--- config.mk ---
export PLATFORM = sky130hd
export DESIGN_NAME = controle_hazard_flat
export DESIGN_NICKNAME = d
export VERILOG_FILES = /design/src/rtl/mips_pkg.sv /design/src/rtl/controle_hazard_if.sv /design/src/rtl/contador_muldiv.sv /design/src/rtl/controle_hazard.sv /design/src/flat_wrapper.sv
export SDC_FILE = /design/constraint.sdc
export NUM_CORES = 1
export LEC_CHECK = 0
export CORE_MARGIN = 2
export CORE_UTILIZATION = 46
export DETAILED_ROUTE_END_ITERATION = 12
export GPL_ROUTABILITY_DRIVEN = 0
export GPL_TIMING_DRIVEN = 0
export PLACE_DENSITY_LB_ADDON = 0.1
export SKIP_LAST_GASP = 1
export SLEW_MARGIN = 20
export SYNTH_ARGS = -nofsm -noshare
export SYNTH_HDL_FRONTEND = slang
export SYNTH_HIERARCHICAL = 1
export SYNTH_SLANG_ARGS = --single-unit
--- constraint.sdc ---
create_clock -name clock -period 2.7 [get_ports clock]
set_input_delay 0.54 -clock clock [delete_from_list [all_inputs] [get_ports clock]]
set_output_delay 0.54 -clock clock [all_outputs]
set_load 0.02 [all_outputs]
--- src/rtl/mips_pkg.sv ---
// Shared definitions for the MIPS32 pipeline control blocks.
package mips_pkg;

    // Encoding is visible to the rest of the core, so values are pinned.
    typedef enum logic {
        OCIOSO   = 1'b0,
        CONTANDO = 1'b1
    } estado_md_t;

    localparam int REG_W          = 5;
    localparam int BOLHAS_W       = 16;
    localparam int LAT_MUL_PADRAO = 4;
    localparam int LAT_DIV_PADRAO = 32;

endpackage

--- src/rtl/controle_hazard_if.sv ---
// Hazard-control bundle between the pipeline datapath and controle_hazard.
interface controle_hazard_if;

    logic [mips_pkg::REG_W-1:0]    id_rs;
    logic [mips_pkg::REG_W-1:0]    id_rt;
    logic                          id_usa_rs;
    logic                          id_usa_rt;
    logic                          id_inicia_mul;
    logic                          id_inicia_div;
    logic                          id_le_hilo;
    logic                          ex_le_mem;
    logic [mips_pkg::REG_W-1:0]    ex_rt;
    logic                          ex_desvio_tomado;

    logic                          pc_escrita;
    logic                          if_id_parada;
    logic                          if_id_limpar;
    logic                          id_ex_limpar;
    logic                          muldiv_inicia;
    logic                          muldiv_ocupado;
    logic [mips_pkg::BOLHAS_W-1:0] contador_bolhas;

    // Pipeline side: reports ID/EX contents, obeys the stall/flush controls.
    modport master (
        output id_rs, id_rt, id_usa_rs, id_usa_rt,
               id_inicia_mul, id_inicia_div, id_le_hilo,
               ex_le_mem, ex_rt, ex_desvio_tomado,
        input  pc_escrita, if_id_parada, if_id_limpar, id_ex_limpar,
               muldiv_inicia, muldiv_ocupado, contador_bolhas
    );

    // Hazard unit side.
    modport slave (
        input  id_rs, id_rt, id_usa_rs, id_usa_rt,
               id_inicia_mul, id_inicia_div, id_le_hilo,
               ex_le_mem, ex_rt, ex_desvio_tomado,
        output pc_escrita, if_id_parada, if_id_limpar, id_ex_limpar,
               muldiv_inicia, muldiv_ocupado, contador_bolhas
    );

endinterface

--- src/rtl/contador_muldiv.sv ---
// Sequencer for the multi-cycle MULT/DIV unit.
//
//  state    | meaning
//  ---------+-------------------------------------------------------
//  OCIOSO   | unit free, waiting for a start pulse
//  CONTANDO | operation in flight, cnt counts down to 0 then frees
module contador_muldiv
    import mips_pkg::*;
#(
    parameter int LAT_MUL = LAT_MUL_PADRAO,
    parameter int LAT_DIV = LAT_DIV_PADRAO,
    parameter int CONT_W  = $clog2(LAT_DIV + 1)
) (
    input  logic       clock,
    input  logic       reset_n,
    input  logic       start,
    input  logic       is_div,
    output estado_md_t estado,
    output logic       ocupado
);

    estado_md_t        estado_prox;
    logic [CONT_W-1:0] cnt;
    logic [CONT_W-1:0] cnt_prox;

    // State and counter registers.
    always_ff @(posedge clock or negedge reset_n) begin
        if (!reset_n) begin
            estado <= OCIOSO;
            cnt    <= '0;
        end else begin
            estado <= estado_prox;
            cnt    <= cnt_prox;
        end
    end

    // Next state: a start loads latency-1 so CONTANDO lasts exactly the latency.
    always_comb begin
        estado_prox = estado;
        cnt_prox    = cnt;
        case (estado)
            OCIOSO: begin
                if (start) begin
                    estado_prox = CONTANDO;
                    cnt_prox    = is_div ? CONT_W'(LAT_DIV - 1) : CONT_W'(LAT_MUL - 1);
                end
            end
            CONTANDO: begin
                if (cnt != '0) begin
                    cnt_prox = cnt - 1'b1;
                end else begin
                    estado_prox = OCIOSO;
                end
            end
            default: estado_prox = OCIOSO;
        endcase
    end

    // Busy flag decodes straight from the state register, so it is glitch-free.
    always_comb begin
        ocupado = (estado == CONTANDO);
    end

endmodule

--- src/rtl/controle_hazard.sv ---
// Hazard controller for the 5-stage pipeline: load-use, taken-branch flush
// and MULT/DIV structural stalls, plus a saturating stall-cycle counter.
module controle_hazard
    import mips_pkg::*;
#(
    parameter int LAT_MUL = LAT_MUL_PADRAO,
    parameter int LAT_DIV = LAT_DIV_PADRAO
) (
    input  logic               clock,
    input  logic               reset_n,
    controle_hazard_if.slave   bus
);

    localparam int CONT_W = $clog2(LAT_DIV + 1);

    estado_md_t          estado_md;
    logic                ocupado;
    logic                carga_uso;
    logic                conflito_md;
    logic                para;
    logic                pc_escrita;
    logic                if_id_parada;
    logic                if_id_limpar;
    logic                id_ex_limpar;
    logic                muldiv_inicia;
    logic [BOLHAS_W-1:0] bolhas;

    // Hazard detection; a taken branch squashes ID, so any stall it would cause is moot.
    always_comb begin
        carga_uso   = bus.ex_le_mem && (bus.ex_rt != '0) &&
                      ((bus.id_usa_rs && (bus.id_rs == bus.ex_rt)) ||
                       (bus.id_usa_rt && (bus.id_rt == bus.ex_rt)));
        conflito_md = (estado_md == CONTANDO) &&
                      (bus.id_le_hilo || bus.id_inicia_mul || bus.id_inicia_div);
        para        = (carga_uso || conflito_md) && !bus.ex_desvio_tomado;
    end

    // Pipeline controls, flush over stall over normal advance.
    always_comb begin
        pc_escrita    = 1'b1;
        if_id_parada  = 1'b0;
        if_id_limpar  = 1'b0;
        id_ex_limpar  = 1'b0;
        muldiv_inicia = 1'b0;
        if (bus.ex_desvio_tomado) begin
            if_id_limpar = 1'b1;
            id_ex_limpar = 1'b1;
        end else if (para) begin
            pc_escrita   = 1'b0;
            if_id_parada = 1'b1;
            id_ex_limpar = 1'b1;
        end else begin
            // A start blocked by a stall is simply retried once the stall clears.
            muldiv_inicia = (estado_md == OCIOSO) &&
                            (bus.id_inicia_mul || bus.id_inicia_div);
        end
    end

    // Saturating count of stall cycles; flushes are not stalls.
    always_ff @(posedge clock or negedge reset_n) begin
        if (!reset_n) begin
            bolhas <= '0;
        end else if (para && (bolhas != {BOLHAS_W{1'b1}})) begin
            bolhas <= bolhas + 1'b1;
        end
    end

    contador_muldiv #(
        .LAT_MUL (LAT_MUL),
        .LAT_DIV (LAT_DIV),
        .CONT_W  (CONT_W)
    ) u_contador (
        .clock   (clock),
        .reset_n (reset_n),
        .start   (muldiv_inicia),
        .is_div  (bus.id_inicia_div),
        .estado  (estado_md),
        .ocupado (ocupado)
    );

    assign bus.pc_escrita      = pc_escrita;
    assign bus.if_id_parada    = if_id_parada;
    assign bus.if_id_limpar    = if_id_limpar;
    assign bus.id_ex_limpar    = id_ex_limpar;
    assign bus.muldiv_inicia   = muldiv_inicia;
    assign bus.muldiv_ocupado  = ocupado;
    assign bus.contador_bolhas = bolhas;

endmodule
--- src/flat_wrapper.sv ---
// flat-port wrapper written by rule: the top's interface ports become plain ports
module controle_hazard_flat import mips_pkg::*;
#(
    parameter int LAT_MUL = LAT_MUL_PADRAO,
    parameter int LAT_DIV = LAT_DIV_PADRAO
)
  (clock, reset_n, bus_id_rs, bus_id_rt, bus_id_usa_rs, bus_id_usa_rt, bus_id_inicia_mul, bus_id_inicia_div, bus_id_le_hilo, bus_ex_le_mem, bus_ex_rt, bus_ex_desvio_tomado, bus_pc_escrita, bus_if_id_parada, bus_if_id_limpar, bus_id_ex_limpar, bus_muldiv_inicia, bus_muldiv_ocupado, bus_contador_bolhas);
  controle_hazard_if bus_i ();
  input  logic clock;
  input  logic reset_n;
  input wire logic [$bits(bus_i.id_rs)-1:0] bus_id_rs;
  input wire logic [$bits(bus_i.id_rt)-1:0] bus_id_rt;
  input wire logic [$bits(bus_i.id_usa_rs)-1:0] bus_id_usa_rs;
  input wire logic [$bits(bus_i.id_usa_rt)-1:0] bus_id_usa_rt;
  input wire logic [$bits(bus_i.id_inicia_mul)-1:0] bus_id_inicia_mul;
  input wire logic [$bits(bus_i.id_inicia_div)-1:0] bus_id_inicia_div;
  input wire logic [$bits(bus_i.id_le_hilo)-1:0] bus_id_le_hilo;
  input wire logic [$bits(bus_i.ex_le_mem)-1:0] bus_ex_le_mem;
  input wire logic [$bits(bus_i.ex_rt)-1:0] bus_ex_rt;
  input wire logic [$bits(bus_i.ex_desvio_tomado)-1:0] bus_ex_desvio_tomado;
  output wire logic [$bits(bus_i.pc_escrita)-1:0] bus_pc_escrita;
  output wire logic [$bits(bus_i.if_id_parada)-1:0] bus_if_id_parada;
  output wire logic [$bits(bus_i.if_id_limpar)-1:0] bus_if_id_limpar;
  output wire logic [$bits(bus_i.id_ex_limpar)-1:0] bus_id_ex_limpar;
  output wire logic [$bits(bus_i.muldiv_inicia)-1:0] bus_muldiv_inicia;
  output wire logic [$bits(bus_i.muldiv_ocupado)-1:0] bus_muldiv_ocupado;
  output wire logic [$bits(bus_i.contador_bolhas)-1:0] bus_contador_bolhas;
  assign bus_i.id_rs = bus_id_rs;
  assign bus_i.id_rt = bus_id_rt;
  assign bus_i.id_usa_rs = bus_id_usa_rs;
  assign bus_i.id_usa_rt = bus_id_usa_rt;
  assign bus_i.id_inicia_mul = bus_id_inicia_mul;
  assign bus_i.id_inicia_div = bus_id_inicia_div;
  assign bus_i.id_le_hilo = bus_id_le_hilo;
  assign bus_i.ex_le_mem = bus_ex_le_mem;
  assign bus_i.ex_rt = bus_ex_rt;
  assign bus_i.ex_desvio_tomado = bus_ex_desvio_tomado;
  assign bus_pc_escrita = bus_i.pc_escrita;
  assign bus_if_id_parada = bus_i.if_id_parada;
  assign bus_if_id_limpar = bus_i.if_id_limpar;
  assign bus_id_ex_limpar = bus_i.id_ex_limpar;
  assign bus_muldiv_inicia = bus_i.muldiv_inicia;
  assign bus_muldiv_ocupado = bus_i.muldiv_ocupado;
  assign bus_contador_bolhas = bus_i.contador_bolhas;
  controle_hazard #(.LAT_MUL(LAT_MUL), .LAT_DIV(LAT_DIV)) u_core (.clock(clock), .reset_n(reset_n), .bus(bus_i));
endmodule
==> results of run 1 <==
[logic make-up after synthesis]
| logic type | share of synthesized area |
|---|---|
| xor+xnor | 0.1432 |
| flops | 0.4093 |
| buf+inv | 0.04358 |
| compound gates | 0.1219 |
| mux | 0.02402 |
| simple gates | 0.2313 |
| fa+ha+maj | 0.02669 |
[worst min-delay path by stage]
stage | start | cells past startpoint | to | slack (ps)
finish | reset_n | 1 | u_core/u_contador/cnt[2] | 180
global placement | u_core/bus.contador_bolhas[11] | 1 | u_core/bus.contador_bolhas[11] | 480
CTS | u_core/bus.contador_bolhas[4] | 1 | u_core/bus.contador_bolhas[4] | 500
floorplan | reset_n | 0 | u_core/bus.contador_bolhas[0] | 240
global route | reset_n | 1 | u_core/u_contador/cnt[0] | 200
detailed placement | u_core/bus.contador_bolhas[4] | 1 | u_core/bus.contador_bolhas[4] | 480
[timing repair]
item | 4_1_cts | 5_1_grt
pin swaps | 4 | 5
gates cloned | 0 | 0
setup endpoints to repair | 4 | 4
resized for setup | 27 | 8
buffers inserted | 3 | 1
[cell usage after synthesis, types with 2 or more instances]
cell type	number	share of area
xor2_1	13	0.081
a211oi_1	2	0.011
xnor2_1	10	0.062
dfrtp_1	23	0.41
a31oi_1	4	0.018
nor2b_1	2	0.0089
nor3_1	4	0.014
o31ai_1	2	0.011
ha_1	3	0.027
and3_1	6	0.027
and2_0	2	0.0089
nand3_1	7	0.025
buf_6	2	0.016
buf_4	2	0.011
nand2_1	6	0.016
mux2_2	2	0.016
nand4_1	6	0.027
inv_1	4	0.011
nor2_1	8	0.021
nand2b_1	2	0.0089
nor4_1	3	0.013
[stage by stage]
| step | worst slack (ps) | setup TNS [ps] | power (W) | util | hold WS (ps) |
|---|---|---|---|---|---|
| 2_1_floorplan | 178.9 | 0 | 0.0009662 | - | 244.4 |
| 4_1_cts | 3.986 | 0 | 0.001386 | 0.6529 | 498.6 |
| 3_3_place_gp | -724.8 | -3147 | 0.001198 | 0.6395 | 477.2 |
| 6_report | 63.09 | 0 | 0.001386 | 0.6634 | 180.8 |
| 3_5_place_dp | -808.4 | -3795 | 0.001221 | 0.6395 | 478.6 |
| 5_1_grt | 6.091 | 0 | 0.001484 | 0.6634 | 202.6 |
[where the power goes]
group / total, W / switching, W / leakage (nW) / internal [W]
Sequential: 0.000582 / 0.000143 / 0.294 / 0.000438
Combinational: 0.000652 / 0.000314 / 0.546 / 0.000339
Clock: 0.000152 / 0.0000944 / 0.0150 / 0.0000576
Total: 0.00139 / 0.000551 / 0.854 / 0.000835
[layer usage]
metal,part of all wire,wire [um]
met3,0.066,205
met1,0.46,1428
met2,0.46,1449
met5,0,0
met4,0.011,35
[cell usage in the layout (no fill, tap or decap), drive strengths merged, types with 2 or more instances in the layout]
| cell | instances |
|---|---|
| clkbuf | 4 |
| dfrtp | 23 |
| o22a | 2 |
| a31oi | 4 |
| and3 | 7 |
| nand2b | 2 |
| o31ai | 3 |
| and2 | 2 |
| xor2 | 13 |
| nor2b | 2 |
| nand3 | 7 |
| o311ai | 2 |
| xnor2 | 10 |
| inv | 5 |
| mux2 | 3 |
| dlygate4sd2 | 6 |
| nand2 | 6 |
| ha | 3 |
| buf | 13 |
| nand4 | 6 |
| nor3 | 5 |
| clkdlybuf4s50 | 32 |
| a211oi | 2 |
| dlymetal6s2s | 2 |
| nor4 | 3 |
| nor2 | 8 |
[sequential cells by signal (all words and copies together) (netlist names)]
signal and cells:
u_core/u_contador/estado 1, u_core/u_contador/cnt 6, u_core/bus.contador_bolhas 16
[layout make-up]
cell class              count  area (sq um)
fillers                   240          1002
multi-input cells         105         818.3
flip-flops and latches     23         575.6
repair buffers             49         461.7
well taps                  33         41.29
plain buffers               4         31.28
clock buffers               4         26.28
inverters                   5         21.27
==> flow_metrics.tcl, run 1 <==
set metrics [dict create \
    status "finished clean" \
    p_leak_nw 0.8543 \
    synthArstFlopShare 1.000 \
    die_x_um 59.29 \
    path_cells "dlygate4sd2_1 > or4_4 > o21ai_2 > or2_2 > o22a_4 > inv_4 > buf_6 > buf_6" \
    cp-endpoint "bus_if_id_parada" \
    crit_buf_inv 4 \
    drv_slew 0 \
    grt_max_degree 24 \
    critPathTopFamily "simple AND/OR/NAND/NOR gates" \
    syn-cell-area_sq_um 1406 \
    reg2reg_slack_ps 680 \
    synth_fp_nets 165 \
    rsz0062_at_grt "no" \
    layout_min_cycle_time_ps 2637 \
    cap_violations 0 \
    drive_above_1_share 0.1789 \
    worst-path-stages 8 \
    placed_area_sq_um 1904 \
    place_inst 216 \
    regToRegStartpoint "u_core/bus.contador_bolhas[10]" \
    cts_sinks 23 \
    cp-end-kind "output port" \
    gr-total-overflow 0 \
    grt_use_total 0.1896 \
    clk_pin_slew_ps 120 \
    top_usage_layer "met2" \
    die_area_sq_um 3515 \
    hold_viol 0 \
    hold_path_class "in2async" \
    coreArea_sq_um 2978 \
    synthCells 138 \
    routedWlPerCell_um 13.99 \
    synth.yosys.seq_area_share 0.4093 \
    drt_iter0_drc 34 \
    rr_worst_depth 6 \
    clockBufferDepth 2 \
    via_count 1233 \
    grt_use_met3 0.05459 \
    final-setup-viol-count 0 \
    h-tree-depth 1 \
    yosys_warnings 6 \
    hpwl_um 2358 \
    grt.met1_usage 0.2459 \
    clock_latency_ps 300 \
    grtUsageMet2 0.3061 \
    worst_pin_slew_ps 494.7 \
    period_share 0.9766 \
    cp_data_arrival_time_ps 2100 \
    drtPass1Iterations 4 \
    critPathLaunchType "input pin" \
    nets 218 \
    crit_top_cell "buf_6" \
    num_antenna_cells 0 \
    crit_type "in2out" \
    via_per_inst 5.529 \
    io_buffers 45 \
    die_h_um 59.29 \
    routed_wl_um 3119 \
    cp_max_fo 6 \
    rows 20 \
    antenna_found_initial 0 \
    avgSynthCellArea_sq_um 10.19 \
    ant_nets 0 \
    maxSlewHeadroom 0.6682 \
    final_area_sq_um 1976 \
    ir_drop_mv 0.4742 \
    worst_clock_skew_ps 3.972 \
    grt_pass1_vias 1115 \
    worstPathRequired_ps 2160 \
    slowest_stage "or4_4" \
    r2r-end "u_core/bus.contador_bolhas[11]" \
    synth-edff-count 0 \
    final_cells 223 \
    cts-hold-fix-buffers 0 \
    cts.root.buffer_cell "clkbuf_4" \
    ys_ff_latch 23 \
    tritoncts "yes" \
    cts_made_buffers 3 \
    initial_core_util 0.4723 \
    grt_pass1_wl_um 5064 \
    critPathMaxStageDelay_ps 550 \
    max_clock_freq_ghz 0.3792 \
    syn_to_final_growth_pct 40.48 \
    ios 46 \
    drc 0 \
    powerDensity_nw_per_um2 701.7 \
    synth_cell_type_count 46 \
    critPathLaunch "bus_ex_rt[1]" \
    synthFlopType "dfrtp_1" \
]
(Power assumes the default switching activity.)
==> run 2, diff against run 1 <==
Clock period 2.7 ns to 2.5 ns, I/O delays scaled along.
==> run 2 against run 1 <==
  * Cell count up 0.45%
  * Clock-buffer cell count stayed put
  * Critical endpoint unchanged
  * Sequential power is 8.2% higher
  * Non-clock buffer count increased by 1
  * Critical path depth is the same
  * Largest power group unchanged
  * Largest cell class unchanged
  * Total power rose by 7.9%
  * Critical path type unchanged
  * Combinational power increased by 7.5%
==> flow_metrics.tcl, run 2 (same netlist as run 1, synthesis figures left out) <==
set metrics [dict create \
    worstPathRequired_ps 2000 \
    final-setup-viol-count 0 \
    status "finished clean" \
    final_cell_mix "26 x clkdlybuf4s50_1, 23 x dfrtp_1, 13 x xor2_1, 10 x xnor2_1, 8 x buf_4" \
    rows 20 \
    hold_viol 0 \
    final_core_util 0.6613 \
    period_share 0.9730 \
    drc 0 \
    ios 46 \
    cap_violations 0 \
    setup_ws_ps 67.44 \
    powerDensity_nw_per_um2 759.2 \
    placed_area_sq_um 1904 \
    cts.root.buffer_cell "clkbuf_4" \
    crit_type "in2out" \
    cp-end-kind "output port" \
    coreArea_sq_um 2978 \
    grt_max_degree 24 \
    routed_wl_um 3218 \
    worst_pin_slew_ps 510.4 \
    drtPass1Iterations 4 \
    place_inst 216 \
    num-fill-cells 244 \
    rsz0062_at_grt "no" \
    largest_reg_flops 16 \
    ant_nets 0 \
    cp_data_arrival_time_ps 1930 \
    final_cells 224 \
    grt_use_total 0.1923 \
    layout_min_cycle_time_ps 2433 \
    routedWlPerCell_um 14.37 \
    cts_sinks 23 \
    via_count 1244 \
    final_area_sq_um 1969 \
    grt_pass1_wl_um 5133 \
    syn_to_final_growth_pct 40.04 \
    num_antenna_cells 0 \
    cp_max_fo 6 \
    initial_core_util 0.4723 \
    drv_slew 0 \
    hpwl_um 2358 \
    ir_drop_mv 0.5100 \
    worst_clock_skew_ps 3.580 \
    die_x_um 59.29 \
    cts_made_buffers 3 \
    tritoncts "yes" \
    critPathLaunchType "input pin" \
    die_area_sq_um 3515 \
    drt_iter0_drc 39 \
    clk_pin_slew_ps 120 \
    clockBufferDepth 2 \
    antenna_found_initial 0 \
    max_clock_freq_ghz 0.4111 \
    die_h_um 59.29 \
    critPathLaunch "bus_ex_rt[3]" \
    power_w 0.001495 \
    io_buffers 45 \
    maxSlewHeadroom 0.6577 \
    regToRegStartpoint "u_core/bus.contador_bolhas[9]" \
    drive_above_1_share 0.2042 \
    grt_pass1_vias 1136 \
    final_common_cell "clkdlybuf4s50_1" \
    via_per_inst 5.554 \
    clock_latency_ps 300 \
    hold_path_class "in2async" \
    place_ws_ps -928.4 \
    gr-total-overflow 0 \
    h-tree-depth 1 \
    p_leak_nw 0.8885 \
    nets 219 \
]
[run 2: changes by cell type in the layout (fill, tap and decap cells not counted), moves of 2 or more]
cell and change:
clkdlybuf4s50_1 -6, clkbuf_2 +4, dlygate4sd2_1 -4, dlymetal6s2s_1 +4, buf_2 +2
[run 2: cell type report]
class                           count  area, sq um  area share
Timing Repair Buffer               50        454.2      0.2306
Clock buffer                        4        26.28     0.01334
Sequential cell                    23        575.6      0.2922
Tap cell                           33        41.29     0.02097
Inverter                            5        21.27     0.01080
Buffer                              4        31.28     0.01588
Multi-Input combinational cell    105        819.5      0.4161
[run 2: worst max-delay path: stages]
cell and delay [ps]:
clkbuf_2 120, or4_4 560, o21ai_4 170, or2_4 140, o22a_4 180, inv_4 40, buf_6 100, buf_6 120
[run 2: per-stage QoR]
| step | TNS, ps | hold WS (ps) |
|---|---|---|
| after floorplan | 0 | 204.4 |
| after global placement | -5226 | 477.2 |
| after detailed placement | -6248 | 478.6 |
| after CTS | -75.73 | 498.6 |
| after global routing | 0 | 162.6 |
| final | 0 | 140.8 |
[run 2: repair_timing]
item / 4_1_cts / 5_1_grt
gates cloned: 0 / 0
pin swaps: 7 / 9
hold buffers: 0 / 0
setup buffers: 4 / 1
setup endpoints to repair: 7 / 5
gates resized for setup: 38 / 18
[run 2: final timing paths]
check	to	slack [ps]	cells past startpoint
min in group clock	u_core/bus.contador_bolhas[4]	490	1
worst min register to register	u_core/bus.contador_bolhas[4]	490	1
worst max-delay path	bus_if_id_parada	70	8
worst max register to register	u_core/bus.contador_bolhas[11]	460	6
max in group asynchronous	u_core/bus.contador_bolhas[0]	2020	1
worst min-delay path	u_core/u_contador/cnt[2]	140	1
[run 2: metal layers]
layer  routed length [um]  global-route usage  up-vias
li1                     -                   -      608
met1                 1449              0.2459      581
met2                 1529              0.3155       51
met3                  203             0.05459        4
met4                   35             0.05519        0
met5                    0                   0        -
[run 2: report_power, final]
part	internal, W	switching, W
clock	0.0000622	0.000102
sequential	0.000473	0.000157
combinational	0.000363	0.000338
==> run 3, diff against run 2 <==
Settings changed: CTS_BUF_LIST from default to sky130_fd_sc_hd__clkbuf_16.
==> run 3 against run 2 <==
  * Maximum frequency is 0.10% lower
  * Combinational power grew 1%
  * Clock skew decreased by 1.7 ps
  * Sequential power about the same
  * Critical path type unchanged
==> flow_metrics.tcl, run 3 (same netlist as run 1, synthesis figures left out) <==
set metrics [dict create \
    syn_to_final_growth_pct 45.37 \
    multi_input_area_sq_um 827.0 \
    clockBufferDepth 2 \
    final_common_cell "clkdlybuf4s50_1" \
    cts_made_buffers 3 \
    hold_viol 0 \
    grt_use_total 0.1874 \
    nets 221 \
    drt_iter0_drc 39 \
    final-setup-viol-count 0 \
    die_area_sq_um 3515 \
    status "finished clean" \
    cts-hold-fix-buffers 0 \
    largest_reg_flops 16 \
    hpwl_um 2358 \
    powerDensity_nw_per_um2 815.1 \
    p_leak_nw 0.9279 \
    num_antenna_cells 0 \
    maxSlewHeadroom 0.6650 \
    drc 0 \
    routedWlPerCell_um 13.97 \
    place_inst 216 \
    grt_pass1_wl_um 5030 \
    drv_slew 0 \
    grt_max_degree 24 \
    ios 46 \
    clock_latency_ps 250 \
    worst_clock_skew_ps 1.866 \
    cp_data_arrival_time_ps 1940 \
    num-fill-cells 237 \
    die_h_um 59.29 \
    ant_nets 0 \
    initial_core_util 0.4723 \
    cp-end-kind "output port" \
    grt_pass1_vias 1131 \
    cap_violations 0 \
    io_buffers 45 \
    final_cell_mix "26 x clkdlybuf4s50_1, 23 x dfrtp_1, 12 x xor2_1, 10 x buf_4, 10 x xnor2_1" \
    final_area_sq_um 2044 \
    antenna_found_initial 0 \
    die_x_um 59.29 \
    gr-total-overflow 0 \
    final_cells 226 \
    rsz0062_at_grt "no" \
    routed_wl_um 3158 \
    max_clock_freq_ghz 0.4107 \
    worstPathRequired_ps 2000 \
    clk_pin_slew_ps 60 \
    ir_drop_mv 0.4791 \
    via_per_inst 5.558 \
    tritoncts "yes" \
    fin_tns_setup_ps 0 \
    drive_above_1_share 0.2176 \
    crit_type "in2out" \
    cts_sinks 23 \
    hold_path_class "in2async" \
    via_count 1256 \
    h-tree-depth 1 \
    rows 20 \
    drtPass1Iterations 6 \
    critPathLaunchType "input pin" \
    seq_area_sq_um 575.6 \
    placed_area_sq_um 1904 \
    coreArea_sq_um 2978 \
    worst_pin_slew_ps 502.5 \
    cts.root.buffer_cell "clkbuf_16" \
    layout_min_cycle_time_ps 2435 \
    period_share 0.9740 \
    cp_max_fo 6 \
]
-- run 3: changes by cell type in the layout (fill, tap and decap cells not counted), sizes merged --
| cell | change |
|---|---|
| buf | +2 |
| clkbuf | -1 |
| inv | +1 |
-- run 3: power breakdown --
group / switching (W) / total, W / internal (W)
clock: 0.000117 / 0.000330 / 0.000213
sequential: 0.000154 / 0.000629 / 0.000475
combinational: 0.000339 / 0.000708 / 0.000368
total: 0.000610 / 0.00167 / 0.00106
-- run 3: final timing paths --
kind	start	to	slack (ps)	cells after the start
setup / recovery	bus_ex_rt[2]	bus_if_id_parada	60	8
hold / removal	reset_n	u_core/u_contador/cnt[5]	210	1
setup reg to reg	u_core/bus.contador_bolhas[10]	u_core/bus.contador_bolhas[11]	490	6
hold reg to reg	u_core/bus.contador_bolhas[4]	u_core/bus.contador_bolhas[4]	490	1
max in group asynchronous	reset_n	u_core/bus.contador_bolhas[2]	1950	1
min in group clock	u_core/bus.contador_bolhas[4]	u_core/bus.contador_bolhas[4]	490	1
-- run 3: worst max-delay path: stages --
cell and delay, ps:
buf_2 130, or4_4 560, o21ai_4 170, or2_4 140, o22a_4 180, inv_4 40
buf_6 100, buf_6 120
-- run 3: layout make-up --
type	count	share of cell area
Buffer	4	0.01530
Timing Repair Buffer	52	0.2295
Sequential cell	23	0.2815
Inverter	5	0.01040
Tap cell	33	0.02020
Multi-Input combinational cell	105	0.4045
Clock inverter	1	0.001836
Clock buffer	3	0.03672
-- run 3: through the flow --
step                      setup slack (ps)  utilization  hold slack (ps)  total power (W)
after floorplan                      18.87            -            204.4         0.001044
after global placement              -844.8       0.6395            477.2         0.001294
after detailed placement            -928.4       0.6395            478.6         0.001318
after CTS                           -61.36       0.6765            490.7         0.001668
after global routing                 15.16       0.6866            251.0         0.001776
final                                64.92       0.6866            211.9         0.001666
-- run 3: routing by layer --
layer	up-vias	share of wire	GRT usage
li1	614	-	-
met1	571	0.43	0.2407
met2	65	0.47	0.3187
met3	6	0.092	0.05240
met4	0	0.0089	0.02922
met5	-	0	0
-- run 3: what timing repair did --
action	4_1_cts	5_1_grt
resized for setup	38	19
setup buffers	4	3
pin swaps	7	9
endpoints found under the setup margin	10	6
